`src/rtl/spike_shift_pkg.sv`:
```
// Shared types, width helpers and shift-field decoder for the spike shifter.
package spike_shift_pkg;

  // Upper bounds for the per-channel payload fields. Each instance uses the
  // low LEN / NSB bits and keeps the remainder at zero. These bounds support
  // LEN up to 64, MAX_SHIFT_MAG up to 255 in binary mode, and a one-hot
  // shift field of at most 64 bits (MAX_SHIFT_MAG up to 31).
  localparam int PL_MAX_LEN = 64;
  localparam int PL_MAX_NSB = 8;
  localparam int PL_MAX_SW  = 64;

  // Per-channel payload carried down the pipeline.
  typedef struct packed {
    logic [PL_MAX_LEN-1:0] data;
    logic                  sign;   // 1: advance (negative shift)
    logic [PL_MAX_NSB-1:0] mag;    // |shift|
    logic                  err;    // illegal shift field seen
    logic                  wrap;   // circular shift
  } stage_pl_t;

  // Decoded shift field.
  typedef struct packed {
    logic                  sign;
    logic [PL_MAX_NSB-1:0] mag;
    logic                  err;
  } shift_dec_t;

  // Shift-field width for a given maximum magnitude and encoding.
  function automatic int sw_f(input int max_mag, input int one_hot);
    if (one_hot != 0) begin
      return 2 * max_mag + 1;
    end else begin
      return $clog2(2 * max_mag + 1);
    end
  endfunction

  // Number of magnitude bits, which is also the number of log stages.
  function automatic int nsb_f(input int max_mag);
    return $clog2(max_mag + 1);
  endfunction

  // Turn a (zero-extended) shift field into sign/magnitude/error.
  // Illegal fields decode to a zero shift with err set.
  function automatic shift_dec_t shift_decode(input logic [PL_MAX_SW-1:0] fld,
                                              input int max_mag,
                                              input int one_hot);
    shift_dec_t d;
    int         s;
    int         a;
    int         cnt;
    int         pos;
    logic [31:0] v;
    d   = '0;
    s   = 0;
    cnt = 0;
    pos = 0;
    v   = fld[31:0];
    if (one_hot != 0) begin
      for (int j = 0; j < PL_MAX_SW; j++) begin
        if ((j <= 2 * max_mag) && fld[j]) begin
          cnt = cnt + 1;
          pos = j;
        end else begin
          cnt = cnt;
        end
      end
      if (cnt == 1) begin
        s = pos - max_mag;
      end else if (cnt > 1) begin
        d.err = 1'b1;
      end else begin
        s = 0;  // empty one-hot field is a legal zero shift
      end
    end else begin
      if (v > 32'(2 * max_mag)) begin
        d.err = 1'b1;
      end else begin
        s = int'(v) - max_mag;
      end
    end
    a      = (s < 0) ? -s : s;
    d.sign = (s < 0);
    d.mag  = PL_MAX_NSB'(a);
    return d;
  endfunction

endpackage

```
`src/rtl/spike_shift_stage.sv`:
```
// One registered logarithmic shift stage for all channels. Shifts each
// channel by STEP in its sign direction when its magnitude bit for STEP is
// set, and holds everything while the pipeline is stalled.
module spike_shift_stage
  import spike_shift_pkg::*;
#(
  parameter int LEN    = 8,
  parameter int NUM_CH = 4,
  parameter int STEP   = 1
) (
  input  logic      clk,
  input  logic      rst,
  input  logic      i_adv,
  input  logic      i_valid,
  input  stage_pl_t i_pl [NUM_CH],
  output logic      o_valid,
  output stage_pl_t o_pl [NUM_CH]
);

  localparam int MAG_BIT = $clog2(STEP);

  stage_pl_t w_nxt [NUM_CH];
  stage_pl_t r_pl  [NUM_CH];
  logic      r_valid;

  // Shift a channel word by STEP: delay (toward higher time stamps) when
  // neg = 0, advance when neg = 1; circular when wrap is set.
  function automatic logic [LEN-1:0] step_shift(input logic [LEN-1:0] d,
                                                input logic neg,
                                                input logic wrap,
                                                input logic en);
    logic [LEN-1:0] r;
    if (!en) begin
      r = d;
    end else if (!neg) begin
      r = wrap ? ((d << STEP) | (d >> (LEN - STEP))) : (d << STEP);
    end else begin
      r = wrap ? ((d >> STEP) | (d << (LEN - STEP))) : (d >> STEP);
    end
    return r;
  endfunction

  // Next payload: data shifted by this stage, control fields passed along.
  always_comb begin
    for (int c = 0; c < NUM_CH; c++) begin
      w_nxt[c]                = i_pl[c];
      w_nxt[c].data           = '0;
      w_nxt[c].data[LEN-1:0]  = step_shift(i_pl[c].data[LEN-1:0], i_pl[c].sign,
                                           i_pl[c].wrap, i_pl[c].mag[MAG_BIT]);
    end
  end

  // Stage register: clears on reset, loads on advance, holds on stall.
  always_ff @(posedge clk) begin
    if (rst) begin
      r_valid <= 1'b0;
      for (int c = 0; c < NUM_CH; c++) begin
        r_pl[c] <= '0;
      end
    end else if (i_adv) begin
      r_valid <= i_valid;
      for (int c = 0; c < NUM_CH; c++) begin
        r_pl[c] <= w_nxt[c];
      end
    end
  end

  assign o_valid = r_valid;
  assign o_pl    = r_pl;

endmodule

```
`src/rtl/spike_shift_pipe.sv`:
```
// Pipelined multi-channel bi-directional barrel shifter for spike-encoded
// time vectors. Stage 0 registers the decoded shift; NSB log stages follow.
module spike_shift_pipe
  import spike_shift_pkg::*;
#(
  parameter  int LEN              = 8,
  parameter  int NUM_CH           = 4,
  parameter  int MAX_SHIFT_MAG    = 2,
  parameter  int SHIFT_AS_ONE_HOT = 1,
  localparam int SW               = sw_f(MAX_SHIFT_MAG, SHIFT_AS_ONE_HOT),
  localparam int NSB              = nsb_f(MAX_SHIFT_MAG)
) (
  input  logic                  clk,
  input  logic                  rst,
  input  logic                  in_valid,
  output logic                  in_ready,
  input  logic [NUM_CH*LEN-1:0] in_data,
  input  logic [NUM_CH*SW-1:0]  in_shift,
  input  logic                  in_wrap,
  output logic                  out_valid,
  input  logic                  out_ready,
  output logic [NUM_CH*LEN-1:0] out_data,
  output logic [NUM_CH-1:0]     out_err
);

  logic       w_adv;
  shift_dec_t w_dec    [NUM_CH];
  stage_pl_t  w_s0_nxt [NUM_CH];
  stage_pl_t  r_s0     [NUM_CH];
  logic       r_v0;
  stage_pl_t  w_pl     [NSB+1][NUM_CH];
  logic [NSB:0] w_v;

  // The whole pipeline moves together; a full output register that is not
  // being taken freezes every stage.
  assign w_adv    = !out_valid || out_ready;
  assign in_ready = w_adv;

  // Decode each channel's shift field and build the stage-0 payload.
  always_comb begin
    for (int c = 0; c < NUM_CH; c++) begin
      w_dec[c]                  = shift_decode(PL_MAX_SW'(in_shift[c*SW +: SW]),
                                               MAX_SHIFT_MAG, SHIFT_AS_ONE_HOT);
      w_s0_nxt[c]               = '0;
      w_s0_nxt[c].data[LEN-1:0] = in_data[c*LEN +: LEN];
      w_s0_nxt[c].sign          = w_dec[c].sign;
      w_s0_nxt[c].mag           = w_dec[c].mag;
      w_s0_nxt[c].err           = w_dec[c].err;
      w_s0_nxt[c].wrap          = in_wrap;
    end
  end

  // Stage 0 register: captures the accepted beat (or a bubble) on advance.
  always_ff @(posedge clk) begin
    if (rst) begin
      r_v0 <= 1'b0;
      for (int c = 0; c < NUM_CH; c++) begin
        r_s0[c] <= '0;
      end
    end else if (w_adv) begin
      r_v0 <= in_valid;
      for (int c = 0; c < NUM_CH; c++) begin
        r_s0[c] <= w_s0_nxt[c];
      end
    end
  end

  assign w_pl[0] = r_s0;
  assign w_v[0]  = r_v0;

  // Log stages: stage k shifts by 2^(k-1).
  for (genvar k = 1; k <= NSB; k++) begin : g_stage
    spike_shift_stage #(
      .LEN    (LEN),
      .NUM_CH (NUM_CH),
      .STEP   (1 << (k - 1))
    ) u_stage (
      .clk     (clk),
      .rst     (rst),
      .i_adv   (w_adv),
      .i_valid (w_v[k-1]),
      .i_pl    (w_pl[k-1]),
      .o_valid (w_v[k]),
      .o_pl    (w_pl[k])
    );
  end

  assign out_valid = w_v[NSB];

  // Unpack the last stage register onto the output buses.
  always_comb begin
    out_data = '0;
    out_err  = '0;
    for (int c = 0; c < NUM_CH; c++) begin
      out_data[c*LEN +: LEN] = w_pl[NSB][c].data[LEN-1:0];
      out_err[c]             = w_pl[NSB][c].err;
    end
  end

endmodule

```
`config.mk`:
```
export PLATFORM = sky130hd
export DESIGN_NAME = spike_shift_pipe
export DESIGN_NICKNAME = d
export VERILOG_FILES = /design/src/rtl/spike_shift_pkg.sv /design/src/rtl/spike_shift_stage.sv /design/src/rtl/spike_shift_pipe.sv
export SDC_FILE = /design/constraint.sdc
export NUM_CORES = 1
export LEC_CHECK = 0
export CAP_MARGIN = 20
export CELL_PAD_IN_SITES_DETAIL_PLACEMENT = 1
export CELL_PAD_IN_SITES_GLOBAL_PLACEMENT = 1
export CORE_MARGIN = 5
export CORE_UTILIZATION = 30
export CTS_BUF_LIST = sky130_fd_sc_hd__clkbuf_2 sky130_fd_sc_hd__clkbuf_4 sky130_fd_sc_hd__clkbuf_8
export CTS_CLUSTER_SIZE = 20
export DETAILED_ROUTE_END_ITERATION = 6
export HOLD_SLACK_MARGIN = 0.1
export PLACE_DENSITY = 0.66
export SETUP_SLACK_MARGIN = 0.4
export SLEW_MARGIN = 20
export SYNTH_ARGS = -nofsm -noshare
export SYNTH_HDL_FRONTEND = slang
export SYNTH_HIERARCHICAL = 1
export SYNTH_SLANG_ARGS = --single-unit
```
`constraint.sdc`:
```
create_clock -name clk -period 4.3 [get_ports clk]
set_input_delay 0.43 -clock clk [delete_from_list [all_inputs] [get_ports clk]]
set_output_delay 0.43 -clock clk [all_outputs]
set_load 0.01 [all_outputs]
```
; After elaboration in Yosys (flattened, before gate mapping)
; Index checks and enable logic that the tools add are counted.
[word_totals]
ff_bits = 137
input_bits = 57
out_inout_bits = 38
elab_cells = 183
[op_classes]
n_addsub = 24
n_lt_le_gt_ge = 8
n_eq_ne = 4
muxes = 84
bitwise = 16
n_reduce_logical = 2
[ops]
columns = operator, count
row1 = $mux 32, 24
row2 = $add 32x2->32 const B, 14
row3 = $mux 8, 32
row4 = $eq 32x2->1 const B, 4
row5 = $gt 32x2->1 const B, 4
row6 = $lt 32x1->1 const B, 4
row7 = $sub 32x3->32 const B, 4
row8 = $or 6x8->8, 4
row9 = $or 7x8->8, 4
row10 = $or 8x1->8, 4
row11 = $or 8x2->8, 4
row12 = $mux 2, 9
row13 = $mux 1, 16
row14 = $mux 3, 3
row15 = $neg 2->2, 4
row16 = $add 2x1->3 const B, 1
row17 = $add 1x1->2 const B, 1
row18 = $logic_not 1->1, 1
row19 = $logic_or 1x1->1, 1

; Logic depth before layout (Yosys ltp)
; Gate-level depths: netlist of run 1.
[depth]
word_depth = 13
depth_mapped = 15
ltp_nobuf = 15

; Hierarchy
; Netlist of run 1, hierarchy kept.
[modules_own_cells]
columns = module, instances, cells_each, area_per_inst_um2, seq_area_each_um2
row1 = spike_shift_stage at g_stage[1].u_stage, 1, 594, 5195.0, 1541.5
row2 = spike_shift_stage at g_stage[2].u_stage, 1, 602, 5172.5, 1541.5
row3 = spike_shift_pipe, 1, 438, 3484.6, 1401.3

; Least setup slack after synthesis of run 1
; No wires, ideal clock.
[synth_path]
path_type = input -> register
from = input port in_shift[6]
to = register r_s0[153] in the netlist's numbering
setup_time_ns = 0.131
t_arrival_ns = 3.123
required_ns = 4.169
path_slack_ns = 1.046
stages = 15
n_path_buf = 1
path_cell_list = inv_1 -> ha_1 -> buf_2 -> xor2_1 -> ha_1 -> nand2_1 -> o31ai_1 -> ha_1 -> nand2b_1 -> or4b_1 -> o21ai_1 -> nor2_1 -> ha_1 -> a211oi_1 -> nor3_1
[synth_between]
elab_chain_cells = 11
word_cells_on_any_way = 17
classes_between = 5 x add/sub / 1 x order compare / 1 x eq/ne / 10 x mux
[synth_lines]
columns = item, line_no
row1 = from (decl), spike_shift_pipe.sv:18  ; input logic [NUM_CH*SW-1:0] in_shift,
row2 = $mux 32, spike_shift_pkg.sv:60  ; if ((j <= 2 * max_mag) && fld[j]) begin
row3 = $add 32x2->32, spike_shift_pkg.sv:61  ; cnt = cnt + 1;
row4 = $mux 32, spike_shift_pkg.sv:60
row5 = $add 32x2->32, spike_shift_pkg.sv:61
row6 = $mux 32, spike_shift_pkg.sv:60
row7 = $add 32x2->32, spike_shift_pkg.sv:61
row8 = $mux 32, spike_shift_pkg.sv:60
row9 = $eq 32x2->1, spike_shift_pkg.sv:67  ; if (cnt == 1) begin
row10 = $mux 32 *, spike_shift_pkg.sv:67
row11 = $lt 32x1->1 or $neg 2->2 (tied branches), spike_shift_pkg.sv:81  ; a = (s < 0) ? -s : s;
row12 = $mux 2 *, spike_shift_pkg.sv:81
row13 = "to (signal, indexed assignment)", spike_shift_pipe.sv:63  ; r_s0[c] <= w_s0_nxt[c];
row14 = to (decl), spike_shift_pipe.sv:29  ; stage_pl_t r_s0 [NUM_CH];
; Every way passes the cells marked *; elsewhere a longest branch is shown, timed or not.
; A chain may end at the register's enable or synchronous reset.

; Final worst setup path of run 1
; Same ends and word-level chain as after synthesis.

==> impl_summary.log, run 1 <==
INFO  metric number_of_nets_in_the_final_layout = ~1000
INFO  metric rows = 58
INFO  metric max-slew-margin-rel = a little over half
INFO  metric report.final.hold_viol_count = 0
INFO  metric critPathMostFrequentCell = sky130_fd_sc_hd__ha_1
INFO  metric path_max_fanout = 6
INFO  metric drt-initial-drc-count = 345
INFO  metric worstMarginPinSlew = approximately 700 ps
INFO  metric synthesis.nets = 1000
INFO  metric reg2regPathDepth = 5
INFO  metric gp_routability_congestion = 0.772
INFO  metric fin_tns_setup = 0 ps
INFO  metric r2r_setup_slack = between 2000 and 2500 ps
INFO  metric multiInputGateArea = about 0.0043 mm^2
INFO  metric gr-usage-all-layers = approximately 14%
INFO  metric grt_pass1_wl = between 30000 and 40000 um
INFO  metric p_seq_share = between 40 and 50%
INFO  metric timing.final.crit_share = between 80% and 90%
INFO  metric number_of_instances_in_the_synthesized_netlist = between 900 and 1000
INFO  metric switching_power = ~830 uW
INFO  metric clk_pin_slew = 80 ps
INFO  metric cp.required = roughly 4600 ps
INFO  metric tritoncts.num_buffers = 17
INFO  metric grt_overflow_total = 0
INFO  metric fp.coreArea = approximately 0.025 mm^2
INFO  metric outcome = completed
INFO  metric initial_util = 30.2%
INFO  metric reg2reg_to = r_s0[151]$_SDFFE_PP0P_
INFO  metric dr.pass1.iters = 4
INFO  metric cpLargestDelayFamily = adder cells
INFO  metric share_clk_of_total_power = around two fifths
INFO  metric antenna_cells_inserted = 0
INFO  metric drc_errors = 0
INFO  metric via_count = about 6400
INFO  metric clock_insertion_delay_worst_skew = 440 ps
INFO  metric irDropWorstVdd = approximately 170 uV
INFO  metric detail_route.vias_per_cell = ~4.9
INFO  metric sw_frac_of_total = a little over a quarter
INFO  metric drt-total-wl = 20300 um
INFO  metric io-pin-count = 95
INFO  metric yosys_warnings = 6
INFO  metric routedWlPerCell = between 15 and 20 um
INFO  metric worst-endpoint-arrival = ~3900 ps
INFO  metric finish.utilization = 35.8%
INFO  metric max_stage_delay_cell_worst_path = sky130_fd_sc_hd__clkdlybuf4s50_1
INFO  metric fillers = 2985
INFO  metric fp.dieArea = ~0.028 mm^2
INFO  metric port_buffers = 94
INFO  metric path_buf_inv = 2
INFO  metric share_comb_of_total_power = between 10 and 15%
INFO  metric post-dp-hpwl = 14400 um
INFO  metric crit_path_cell_trace = clkdlybuf4s50_1 -> inv_1 -> ha_1 -> xor2_1 -> ha_1 -> nand2_1 -> o31ai_1 -> ha_1 -> nand2b_1 -> or4b_1 -> o21ai_1 -> nor2_1 -> ha_1 -> a211oi_1 -> nor3_1
INFO  metric synth_area = roughly 0.0076 mm^2
INFO  metric area.sequential = between 0.002 and 0.003 mm^2
INFO  metric route.antenna.remaining_nets = 0
INFO  metric max-clock-path-buffers = 2
INFO  metric drv.max_cap_violation_count = 0
INFO  metric chipHeight = approximately 170 um
INFO  metric timing.final.crit_period = about 3600 ps
INFO  metric report.final.setup_viol = 0
INFO  metric setup.worst_path.class = primary input to register
INFO  metric grt_antenna_before_repair = 0
INFO  metric path_depth = 15
INFO  metric p_int = around 2300 uW
INFO  metric cts_tree = built
INFO  metric p_leak = around 0.0032 uW
INFO  metric growth_of_design_area_from_synthesis_to_finish = 18.4%
INFO  metric timing.clock.skew = roughly 11 ps
INFO  metric r2r_start = g_stage[2].u_stage/o_valid$_SDFFE_PP0P_
INFO  metric timing.hold.worst.class = register to register
INFO  metric crit_end_element = register
INFO  metric rsz0062_at_grt = false
INFO  metric floorplan.die.width = 169 um
INFO  metric post_cts.repair.setup_buffers = 0
INFO  metric cts_resized = 0
INFO  metric setup.worst_path.start_class = primary input
INFO  metric fmax = 282 MHz
INFO  metric grt_max_degree = 64
INFO  metric first_global_vias = between 6000 and 7000
INFO  metric power.density = between 300 and 400 mW/mm^2
INFO  metric critical_path_launch_point = in_shift[6]
INFO  metric drv_slew = 0
INFO  metric synthesis.area_per_instance = slightly above 8 um^2
INFO  metric post_route_cells_drive_above_1_share = 5.39%
INFO  metric cts-root-buf = sky130_fd_sc_hd__clkbuf_8
INFO  metric setup.worst_path.end = r_s0[153]$_SDFFE_PP0P_
INFO  metric htreeDepth = 4
INFO  metric post_cts_hold_buffer_count = 0
INFO  metric numClockSinks = around 140
INFO  metric max_stage_delay = about 470 ps
[area by class of cell]
| class | count | share of cell area [%] |
|---|---|---|
| Inverter | 17 | 0.741 |
| Clock inverter | 11 | 2.18 |
| Tap cell | 330 | 4.61 |
| Clock buffer | 21 | 3.09 |
| Sequential cell | 136 | 30.4 |
| Timing Repair Buffer | 100 | 11.0 |
| Multi-Input combinational cell | 680 | 48.0 |
[power groups by stage]
stage | sequential [uW] | clock [uW] | combinational (uW)
floorplan | 1420 | 0 | 319
global placement | 1450 | 0 | 454
detailed placement | 1450 | 0 | 466
CTS | 1420 | 1290 | 469
global route | 1430 | 1340 | 518
finish | 1420 | 1250 | 464
[how the worst min path moves through the flow]
stage / from / slack (ps) / end / cells after the start
global route: g_stage[2].u_stage/o_pl[161]$_SDFFE_PP0P_ / 490 / g_stage[2].u_stage/o_pl[161]$_SDFFE_PP0P_ / 2
finish: r_v0$_SDFFE_PP0P_ / 470 / r_v0$_SDFFE_PP0P_ / 2
global placement: r_v0$_SDFFE_PP0P_ / 450 / r_v0$_SDFFE_PP0P_ / 2
floorplan: r_s0[3]$_SDFFE_PP0P_ / 420 / r_s0[3]$_SDFFE_PP0P_ / 2
detailed placement: r_v0$_SDFFE_PP0P_ / 460 / r_v0$_SDFFE_PP0P_ / 2
CTS: r_v0$_SDFFE_PP0P_ / 470 / r_v0$_SDFFE_PP0P_ / 2
[stage by stage]
| stage | hold slack [ps] | power [uW] | cell area (um^2) | std cells | setup WS (ps) |
|---|---|---|---|---|---|
| final | 466 | 3130 | 8950 | 1295 | 749 |
| after global routing | 491 | 3290 | 8950 | 1295 | 501 |
| after CTS | 471 | 3180 | 8950 | 1295 | 753 |
| after detailed placement | 456 | 1920 | 8480 | 1263 | 265 |
| after global placement | 447 | 1900 | 8480 | 1263 | 363 |
| after floorplan | 425 | 1740 | 7560 | 921 | 1050 |
[layer usage]
metal  wire length [um]  part of all wire [%]  vias to the layer above  GRT usage (%)
li1                   -                     -                     3234              -
met1              10800                    53                     3066           20.6
met2               8670                    43                       86           21.4
met3                611                   3.0                       15           2.15
met4                225                   1.1                        0           4.13
met5                  0                     0                        -              0
[tightest hold or removal path, cell delays in order, from the launching register on]
cell and delay, ps:
sky130_fd_sc_hd__dfxtp_1 320, sky130_fd_sc_hd__nand2_1 50, sky130_fd_sc_hd__a21oi_1 50
[cell usage in the layout, fill, tap and decap left out, drive strengths merged, types with 3 or more instances in the layout]
cell           count
o31ai              5
clkdlybuf4s50     93
bufinv             5
mux2i             67
nand2b            86
buf                7
a211o             40
nand3             17
clkbuf            21
o21ai             75
nand2            106
xnor2              7
a311o             25
nor2             107
nand3b            18
dfxtp            136
clkinv             3
nor3               5
nor2b              4
xor2               7
and3               4
or2                4
ha                22
or4                3
clkinvlp           3
a21oi             48
inv               17
[sequential cells by signal, summed over array words and instances, names as in the netlist]
signal,flops
g_stage.u_stage/o_valid,2
g_stage.u_stage/o_pl,84
r_v0,1
r_s0,49
(Power assumes the default switching activity.)
==> run 2: changes to the inputs <==
--- a/config.mk
+++ b/config.mk
@@ -14,7 +14,7 @@
 export CTS_CLUSTER_SIZE = 20
 export DETAILED_ROUTE_END_ITERATION = 6
 export HOLD_SLACK_MARGIN = 0.1
-export PLACE_DENSITY = 0.66
+export PLACE_DENSITY = 0.68
 export SETUP_SLACK_MARGIN = 0.4
 export SLEW_MARGIN = 20
 export SYNTH_ARGS = -nofsm -noshare
==> constraint.sdc (replaced) <==
create_clock -name clk -period 2.9 [get_ports clk]
set_input_delay 0.29 -clock clk [delete_from_list [all_inputs] [get_ports clk]]
set_output_delay 0.29 -clock clk [all_outputs]
set_load 0.01 [all_outputs]
==> run 2 against run 1 <==
Against the previous run: clock skew hardly changed; sequential cell count stayed put; wire length is 2.3% higher; count of clock-buffer cells in the layout is 4 higher; cell area is 7.6% higher; register-to-register slack worse by 1300 ps; combinational power is 94% higher; worst hold slack worse by 94 ps; core utilization is 2.7 points higher; final cell count is 4.6% higher; die area stayed put; first-iteration DRC count is 22% lower; largest cell class unchanged.
==> impl_summary.log, run 2 (synthesis results as in run 1) <==
INFO  metric outcome = completed (unchanged)
INFO  metric worst-endpoint-arrival = 2910 ps (was 3860 ps)
INFO  metric clk_pin_slew = 70 ps (was 80 ps)
INFO  metric htreeDepth = 4 (unchanged)
INFO  metric chipHeight = 169 um (unchanged)
INFO  metric setup.worst_path.class = primary input to register (unchanged)
INFO  metric floorplan.die.width = 169 um (unchanged)
INFO  metric drv_slew = 0 (unchanged)
INFO  metric grt_max_degree = 61 (was 64)
INFO  metric post-dp-hpwl = 14900 um (was 14400 um)
INFO  metric initial_util = 30.2% (unchanged)
INFO  metric antenna_cells_inserted = 0 (unchanged)
INFO  metric drt-total-wl = 20700 um (was 20300 um)
INFO  metric routedWlPerCell = 15.3 um (was 15.7 um)
INFO  metric post_route_cells_drive_above_1_share = 15.8% (was 5.39%)
INFO  metric gp_routability_congestion = 0.780 (was 0.772)
INFO  metric dr.pass1.iters = 4 (unchanged)
INFO  metric io-pin-count = 95 (unchanged)
INFO  metric p_leak = 0.00359 uW (was 0.00325 uW)
INFO  metric grt_overflow_total = 0 (unchanged)
INFO  metric via_count = 6600 (was 6401)
INFO  metric pre_cts_slack = -759 ps (was 265 ps)
INFO  metric tritoncts.num_buffers = 17 (unchanged)
INFO  metric worst_slack = 295 ps (was 749 ps)
INFO  metric max-clock-path-buffers = 2 (unchanged)
INFO  metric max-slew-margin-rel = 55.0% (was 53.4%)
INFO  metric post_cts_hold_buffer_count = 0 (unchanged)
INFO  metric max_stage_delay_cell_worst_path = sky130_fd_sc_hd__or4b_4 (was sky130_fd_sc_hd__clkdlybuf4s50_1)
INFO  metric cpLargestDelayFamily = adder cells (unchanged)
INFO  metric detail_route.vias_per_cell = 4.87 (was 4.94)
INFO  metric crit_path_cell_trace = buf_6 -> buf_6 -> inv_12 -> ha_4 -> xor2_4 -> ha_4 -> nand2_2 -> o31ai_2 -> ha_1 -> nand2b_4 -> or4b_4 -> o21ai_2 -> nor2_1 -> ha_1 -> a211oi_2 -> nor3_1 (was clkdlybuf4s50_1 -> inv_1 -> ha_1 -> xor2_1 -> ha_1 -> nand2_1 -> o31ai_1 -> ha_1 -> nand2b_1 -> or4b_1 -> o21ai_1 -> nor2_1 -> ha_1 -> a211oi_1 -> nor3_1)
INFO  metric report.final.hold_viol_count = 0 (unchanged)
INFO  metric cts_tree = built (unchanged)
INFO  metric crit_end_element = register (unchanged)
INFO  metric layout_common_cells = sky130_fd_sc_hd__dfxtp_1, sky130_fd_sc_hd__nand2_1, sky130_fd_sc_hd__nor2_1, sky130_fd_sc_hd__nand2b_1, sky130_fd_sc_hd__clkdlybuf4s50_1 (was sky130_fd_sc_hd__dfxtp_1, sky130_fd_sc_hd__nor2_1, sky130_fd_sc_hd__nand2_1, sky130_fd_sc_hd__clkdlybuf4s50_1, sky130_fd_sc_hd__nand2b_1)
INFO  metric number_of_nets_in_the_final_layout = 1090 (was 1031)
INFO  metric timing.hold.worst.class = primary input to register (was register to register)
INFO  metric mostFrequentLayoutCell = sky130_fd_sc_hd__dfxtp_1 (unchanged)
INFO  metric fp.dieArea = 0.0285 mm^2 (unchanged)
INFO  metric timing.final.crit_period = roughly 2600 ps
INFO  metric fmax = between 300 and 400 MHz
INFO  metric cp.required = 3200 ps (was 4610 ps)
INFO  metric timing.final.crit_share = roughly nine tenths
INFO  metric drc_errors = 0 (unchanged)
INFO  metric port_buffers = 94 (unchanged)
INFO  metric max_ffs_per_register = 84 (unchanged)
INFO  metric timing.clock.skew = 10.8 ps (was 11.0 ps)
INFO  metric post-route-cell-area = 0.00963 mm^2 (was 0.00895 mm^2)
INFO  metric clock_insertion_delay_worst_skew = 440 ps (about the same)
INFO  metric first_global_vias = 6668 (was 6209)
INFO  metric setup.worst_path.start_class = primary input (unchanged)
INFO  metric fin_tns_setup = 0 ps (unchanged)
INFO  metric power.density = 480 mW/mm^2 (was 350 mW/mm^2)
INFO  metric cts-root-buf = sky130_fd_sc_hd__clkbuf_8 (unchanged)
INFO  metric irDropWorstVdd = 286 uV (was 167 uV)
INFO  metric drv.max_cap_violation_count = 0 (unchanged)
INFO  metric report.final.setup_viol = 0 (unchanged)
INFO  metric grt_pass1_wl = 34300 um (was 33100 um)
INFO  metric path_max_fanout = 3 (was 6)
INFO  metric gr-usage-all-layers = 14.4% (was 14.1%)
INFO  metric numClockSinks = 136 (unchanged)
INFO  metric dpl_cell_area = 0.00899 mm^2 (was 0.00848 mm^2)
INFO  metric rows = 58 (unchanged)
INFO  metric max_stage_delay = 490 ps (was 470 ps)
INFO  metric worstMarginPinSlew = 675 ps (was 689 ps)
INFO  metric drt-initial-drc-count = 270 (was 345)
INFO  metric grt_antenna_before_repair = 0 (unchanged)
INFO  metric path_buf_inv = 3 (was 2)
INFO  metric growth_of_design_area_from_synthesis_to_finish = 27.3% (was 18.4%)
INFO  metric fp.coreArea = 0.0250 mm^2 (unchanged)
INFO  metric rsz0062_at_grt = true (was false)
INFO  metric route.antenna.remaining_nets = 0 (unchanged)
run 2: cell types whose count changed in the layout (fill, tap and decap cells not counted), moves of 4 or more:
cell and delta:
sky130_fd_sc_hd__ha_1 -13, sky130_fd_sc_hd__ha_2 +6, sky130_fd_sc_hd__inv_1 -7, sky130_fd_sc_hd__buf_4 +56, sky130_fd_sc_hd__clkdlybuf4s50_1 -13, sky130_fd_sc_hd__inv_2 +5, sky130_fd_sc_hd__ha_4 +7, sky130_fd_sc_hd__dlymetal6s2s_1 +4
sky130_fd_sc_hd__buf_6 +6
run 2: metal layers:
metal  vias to the layer above  track usage [%]  wire length [um]
li1                       3348                -                 -
met1                      3142             20.5             10700
met2                        92             22.7              9170
met3                        18             2.34               669
met4                         0             4.02               250
met5                         -                0                 0
run 2: final timing paths:
check                                                    to  cells past startpoint                                       from  slack [ps]
setup / recovery                     r_s0[153]$_SDFFE_PP0P_                     16                                in_shift[6]         290
hold / removal      g_stage[2].u_stage/o_pl[1]$_SDFFE_PP0P_                      2                                        rst         370
setup reg to reg                     r_s0[226]$_SDFFE_PP0P_                      5    g_stage[2].u_stage/o_valid$_SDFFE_PP0P_        1150
hold reg to reg   g_stage[2].u_stage/o_pl[242]$_SDFFE_PP0P_                      2  g_stage[2].u_stage/o_pl[242]$_SDFFE_PP0P_         470
run 2: final cells by class:
type	instances	area (um^2)
inverter	17	86.3
fill	2993	15400
clock inverter	7	90.1
sequential	136	2720
clock buffer	25	325
timing repair buffer	159	1440
multi-input combinational	680	4550
tap	330	413
run 2: report_power, final:
part | leakage [uW] | switching, uW | internal (uW)
combinational | 0.00226 | 410 | 490
sequential | 0.00112 | 126 | 1980
clock | 0.000212 | 713 | 904
total | 0.00359 | 1250 | 3370
run 2: what timing repair did:
action                     CTS  global route
setup buffers                6             6
setup endpoints to repair    4             4
gates resized for setup     25            42
pin swaps                   14            19
run 2: per-stage QoR:
step	total power (uW)	instances	hold slack [ps]	util, %
5_1_grt	4880	1354	376	38.5
3_3_place_gp	2960	1310	454	35.9
6_report	4620	1354	372	38.5
4_1_cts	4640	1348	341	37.8
3_5_place_dp	2990	1310	461	35.9
2_1_floorplan	2630	921	425	-
==> run 3: changes to the inputs <==
--- a/config.mk
+++ b/config.mk
@@ -14,9 +14,9 @@
 export CTS_CLUSTER_SIZE = 20
 export DETAILED_ROUTE_END_ITERATION = 6
 export HOLD_SLACK_MARGIN = 0.1
-export PLACE_DENSITY = 0.68
+export PLACE_DENSITY_LB_ADDON = 0.1
 export SETUP_SLACK_MARGIN = 0.4
-export SLEW_MARGIN = 20
+export SLEW_MARGIN = 30
 export SYNTH_ARGS = -nofsm -noshare
 export SYNTH_HDL_FRONTEND = slang
 export SYNTH_HIERARCHICAL = 1
==> run 3 against run 2 <==
Against the previous run: fmax shrank 0.32%; core utilization shrank 0.21 points; cell area shrank 0.55%; die area is the same; combinational power shrank 0.6%; clock skew grew 3.8 ps; count of clock-buffer cells in the layout shrank 1; wire length grew 0.32%; clock power shrank 16%; non-clock buffer count grew 10.
==> impl_summary.log, run 3 (synthesis results as in run 1) <==
INFO  metric grt_pass1_wl = 34200 um (was 34300 um)
INFO  metric outcome = completed (unchanged)
INFO  metric hold_path.startpoint = rst (unchanged)
INFO  metric r2r_start = g_stage[2].u_stage/o_valid$_SDFFE_PP0P_ (unchanged)
INFO  metric dpl_cell_area = 0.00908 mm^2 (was 0.00899 mm^2)
INFO  metric stdcell_count = 1360 (was 1354)
INFO  metric fp.dieArea = 0.0285 mm^2 (unchanged)
INFO  metric drt-initial-drc-count = 196 (was 270)
INFO  metric clock_insertion_delay_worst_skew = 440 ps (about the same)
INFO  metric timing.final.crit_share = 90.1% (was 89.8%)
INFO  metric p_leak = 0.00358 uW (was 0.00359 uW)
INFO  metric timing.final.crit_period = 2610 ps (about the same)
INFO  metric number_of_nets_in_the_final_layout = 1100 (was 1090)
INFO  metric dr.pass1.iters = 4 (unchanged)
INFO  metric path_max_fanout = 4 (was 3)
INFO  metric drt-total-wl = 20800 um (was 20700 um)
INFO  metric r2r_setup_slack = 1250 ps (was 1150 ps)
INFO  metric timing.clock.skew = 14.6 ps (was 10.8 ps)
INFO  metric fillers = 2972 (was 2993)
INFO  metric first_global_vias = 6532 (was 6668)
INFO  metric mostFrequentLayoutCell = sky130_fd_sc_hd__dfxtp_1 (unchanged)
INFO  metric report.final.hold_viol_count = 0 (unchanged)
INFO  metric drv.max_cap_violation_count = 0 (unchanged)
INFO  metric fp.coreArea = 0.0250 mm^2 (unchanged)
INFO  metric reg2reg_to = r_s0[228]$_SDFFE_PP0P_ (was r_s0[226]$_SDFFE_PP0P_)
INFO  metric worst-endpoint-arrival = 2920 ps (was 2910 ps)
INFO  metric worst_hold_path.endpoint = g_stage[2].u_stage/o_pl[226]$_SDFFE_PP0P_ (was g_stage[2].u_stage/o_pl[1]$_SDFFE_PP0P_)
INFO  metric via_count = 6633 (was 6600)
INFO  metric max_ffs_per_register = 84 (unchanged)
INFO  metric hold_ws = 344 ps (was 372 ps)
INFO  metric htreeDepth = 4 (unchanged)
INFO  metric timing.hold.worst.class = primary input to register (unchanged)
INFO  metric routedWlPerCell = 15.3 um (about the same)
INFO  metric reg2regPathDepth = 5 (unchanged)
INFO  metric crit_end_element = register (unchanged)
INFO  metric rows = 58 (unchanged)
INFO  metric cp.required = 3200 ps (about the same)
INFO  metric grt_max_degree = 53 (was 61)
INFO  metric report.final.setup_viol = 0 (unchanged)
INFO  metric worstMarginPinSlew = 676 ps (was 675 ps)
INFO  metric drv_slew = 0 (unchanged)
INFO  metric detail_route.vias_per_cell = 4.88 (was 4.87)
INFO  metric chipHeight = 169 um (unchanged)
INFO  metric initial_util = 30.2% (unchanged)
INFO  metric max-clock-path-buffers = 2 (unchanged)
INFO  metric tritoncts.num_buffers = 17 (unchanged)
INFO  metric floorplan.die.width = 169 um (unchanged)
INFO  metric post-route-cell-area = 0.00958 mm^2 (was 0.00963 mm^2)
INFO  metric antenna_cells_inserted = 0 (unchanged)
INFO  metric post-layout-total-power = 4360 uW (was 4620 uW)
INFO  metric placedCellCount = 1321 (was 1310)
INFO  metric power.density = 456 mW/mm^2 (was 480 mW/mm^2)
INFO  metric gp_routability_congestion = 0.764 (was 0.780)
INFO  metric layout_common_cells = sky130_fd_sc_hd__dfxtp_1, sky130_fd_sc_hd__nor2_1, sky130_fd_sc_hd__nand2_1, sky130_fd_sc_hd__clkdlybuf4s50_1, sky130_fd_sc_hd__nand2b_1 (was sky130_fd_sc_hd__dfxtp_1, sky130_fd_sc_hd__nand2_1, sky130_fd_sc_hd__nor2_1, sky130_fd_sc_hd__nand2b_1, sky130_fd_sc_hd__clkdlybuf4s50_1)
INFO  metric port_buffers = 94 (unchanged)
INFO  metric drc_errors = 0 (unchanged)
INFO  metric post_cts_hold_buffer_count = 0 (unchanged)
INFO  metric hold-path-cell-count = 2 (unchanged)
INFO  metric cts-root-buf = sky130_fd_sc_hd__clkbuf_8 (unchanged)
INFO  metric setup.worst_path.class = primary input to register (unchanged)
INFO  metric numClockSinks = 136 (unchanged)
INFO  metric growth_of_design_area_from_synthesis_to_finish = 26.6% (was 27.3%)
INFO  metric post-dp-hpwl = 15000 um (was 14900 um)
INFO  metric irDropWorstVdd = 202 uV (was 286 uV)
INFO  metric grt_antenna_before_repair = 1 (was 0)
INFO  metric clk_pin_slew = 70 ps (about the same)
INFO  metric cts_tree = built (unchanged)
INFO  metric grt_overflow_total = 0 (unchanged)
INFO  metric rsz0062_at_grt = true (unchanged)
INFO  metric route.antenna.remaining_nets = 0 (unchanged)
INFO  metric setup.worst_path.start_class = primary input (unchanged)
INFO  metric fmax = 383 MHz (was 384 MHz)
INFO  metric gr-usage-all-layers = 14.6% (was 14.4%)
INFO  metric io-pin-count = 95 (unchanged)
INFO  metric post_route_cells_drive_above_1_share = 15.1% (was 15.8%)
INFO  metric max-slew-margin-rel = 54.9% (was 55.0%)
-- run 3: cell count changes in the layout (fill, tap and decap cells not counted), moves of 3 or more --
cell,previous run,this run
sky130_fd_sc_hd__clkdlybuf4s50_1,80,84
sky130_fd_sc_hd__buf_6,6,3
sky130_fd_sc_hd__dlygate4sd2_1,2,5
sky130_fd_sc_hd__buf_4,63,73
sky130_fd_sc_hd__dlymetal6s2s_1,4,1
-- run 3: power breakdown --
part / leakage [uW] / internal, uW / total (uW) / switching, uW
Combinational: 0.00229 / 497 / 895 / 398
Clock: 0.000174 / 674 / 1360 / 685
Sequential: 0.00112 / 1980 / 2110 / 129
Total: 0.00358 / 3150 / 4360 / 1210
-- run 3: stage by stage --
step           setup WS, ps  utilization (%)  setup TNS (ps)
5_1_grt                 163             38.3               0
4_1_cts                 338             38.0               0
3_5_place_dp           -702             36.3           -1480
2_1_floorplan         -83.4                -           -83.4
6_report                286             38.3               0
3_3_place_gp           -691             36.3           -1350
-- run 3: how the worst max path moves through the flow --
stage | from | cells past startpoint | end | slack [ps]
after floorplan | in_shift[6] | 15 | r_s0[153]$_SDFFE_PP0P_ | -80
after global placement | in_shift[6] | 17 | r_s0[153]$_SDFFE_PP0P_ | -690
after detailed placement | in_shift[6] | 17 | r_s0[153]$_SDFFE_PP0P_ | -700
after CTS | in_shift[6] | 16 | r_s0[153]$_SDFFE_PP0P_ | 340
after global routing | in_shift[6] | 16 | r_s0[153]$_SDFFE_PP0P_ | 160
final | in_shift[6] | 15 | r_s0[153]$_SDFFE_PP0P_ | 290
-- run 3: layout make-up --
class	instances	area [um^2]	share of cell area (%)
clock inverter	4	22.5	0.235
timing repair buffer	169	1510	15.8
multi-input combinational	680	4510	47.1
tap	330	413	4.31
clock buffer	24	305	3.19
sequential	136	2720	28.4
inverter	17	86.3	0.901
-- run 3: layer usage --
| layer | up-vias | share of wire (%) | global-route usage [%] |
|---|---|---|---|
| li1 | 3373 | - | - |
| met3 | 21 | 3.2 | 2.62 |
| met4 | 2 | 1.3 | 4.41 |
| met5 | - | 0.062 | 0 |
| met2 | 83 | 43 | 22.2 |
| met1 | 3154 | 53 | 21.0 |
-- run 3: repair_timing --
item	CTS	global route
endpoints found under the setup margin	4	4
pin swaps	16	5
cloned	0	0
gates resized for setup	26	12
buffers inserted	10	1
-- run 3: critical path, stage by stage --
cell	delay (ps)
sky130_fd_sc_hd__buf_6	70
sky130_fd_sc_hd__buf_6	110
sky130_fd_sc_hd__inv_12	30
sky130_fd_sc_hd__ha_4	280
sky130_fd_sc_hd__xor2_4	180
sky130_fd_sc_hd__buf_4	150
sky130_fd_sc_hd__xor2_1	200
sky130_fd_sc_hd__ha_2	310
sky130_fd_sc_hd__nand2b_4	140
sky130_fd_sc_hd__or4b_4	480
sky130_fd_sc_hd__o21ai_2	80
sky130_fd_sc_hd__nor2_1	60
sky130_fd_sc_hd__ha_1	290
sky130_fd_sc_hd__a211oi_2	170
sky130_fd_sc_hd__nor3_1	70
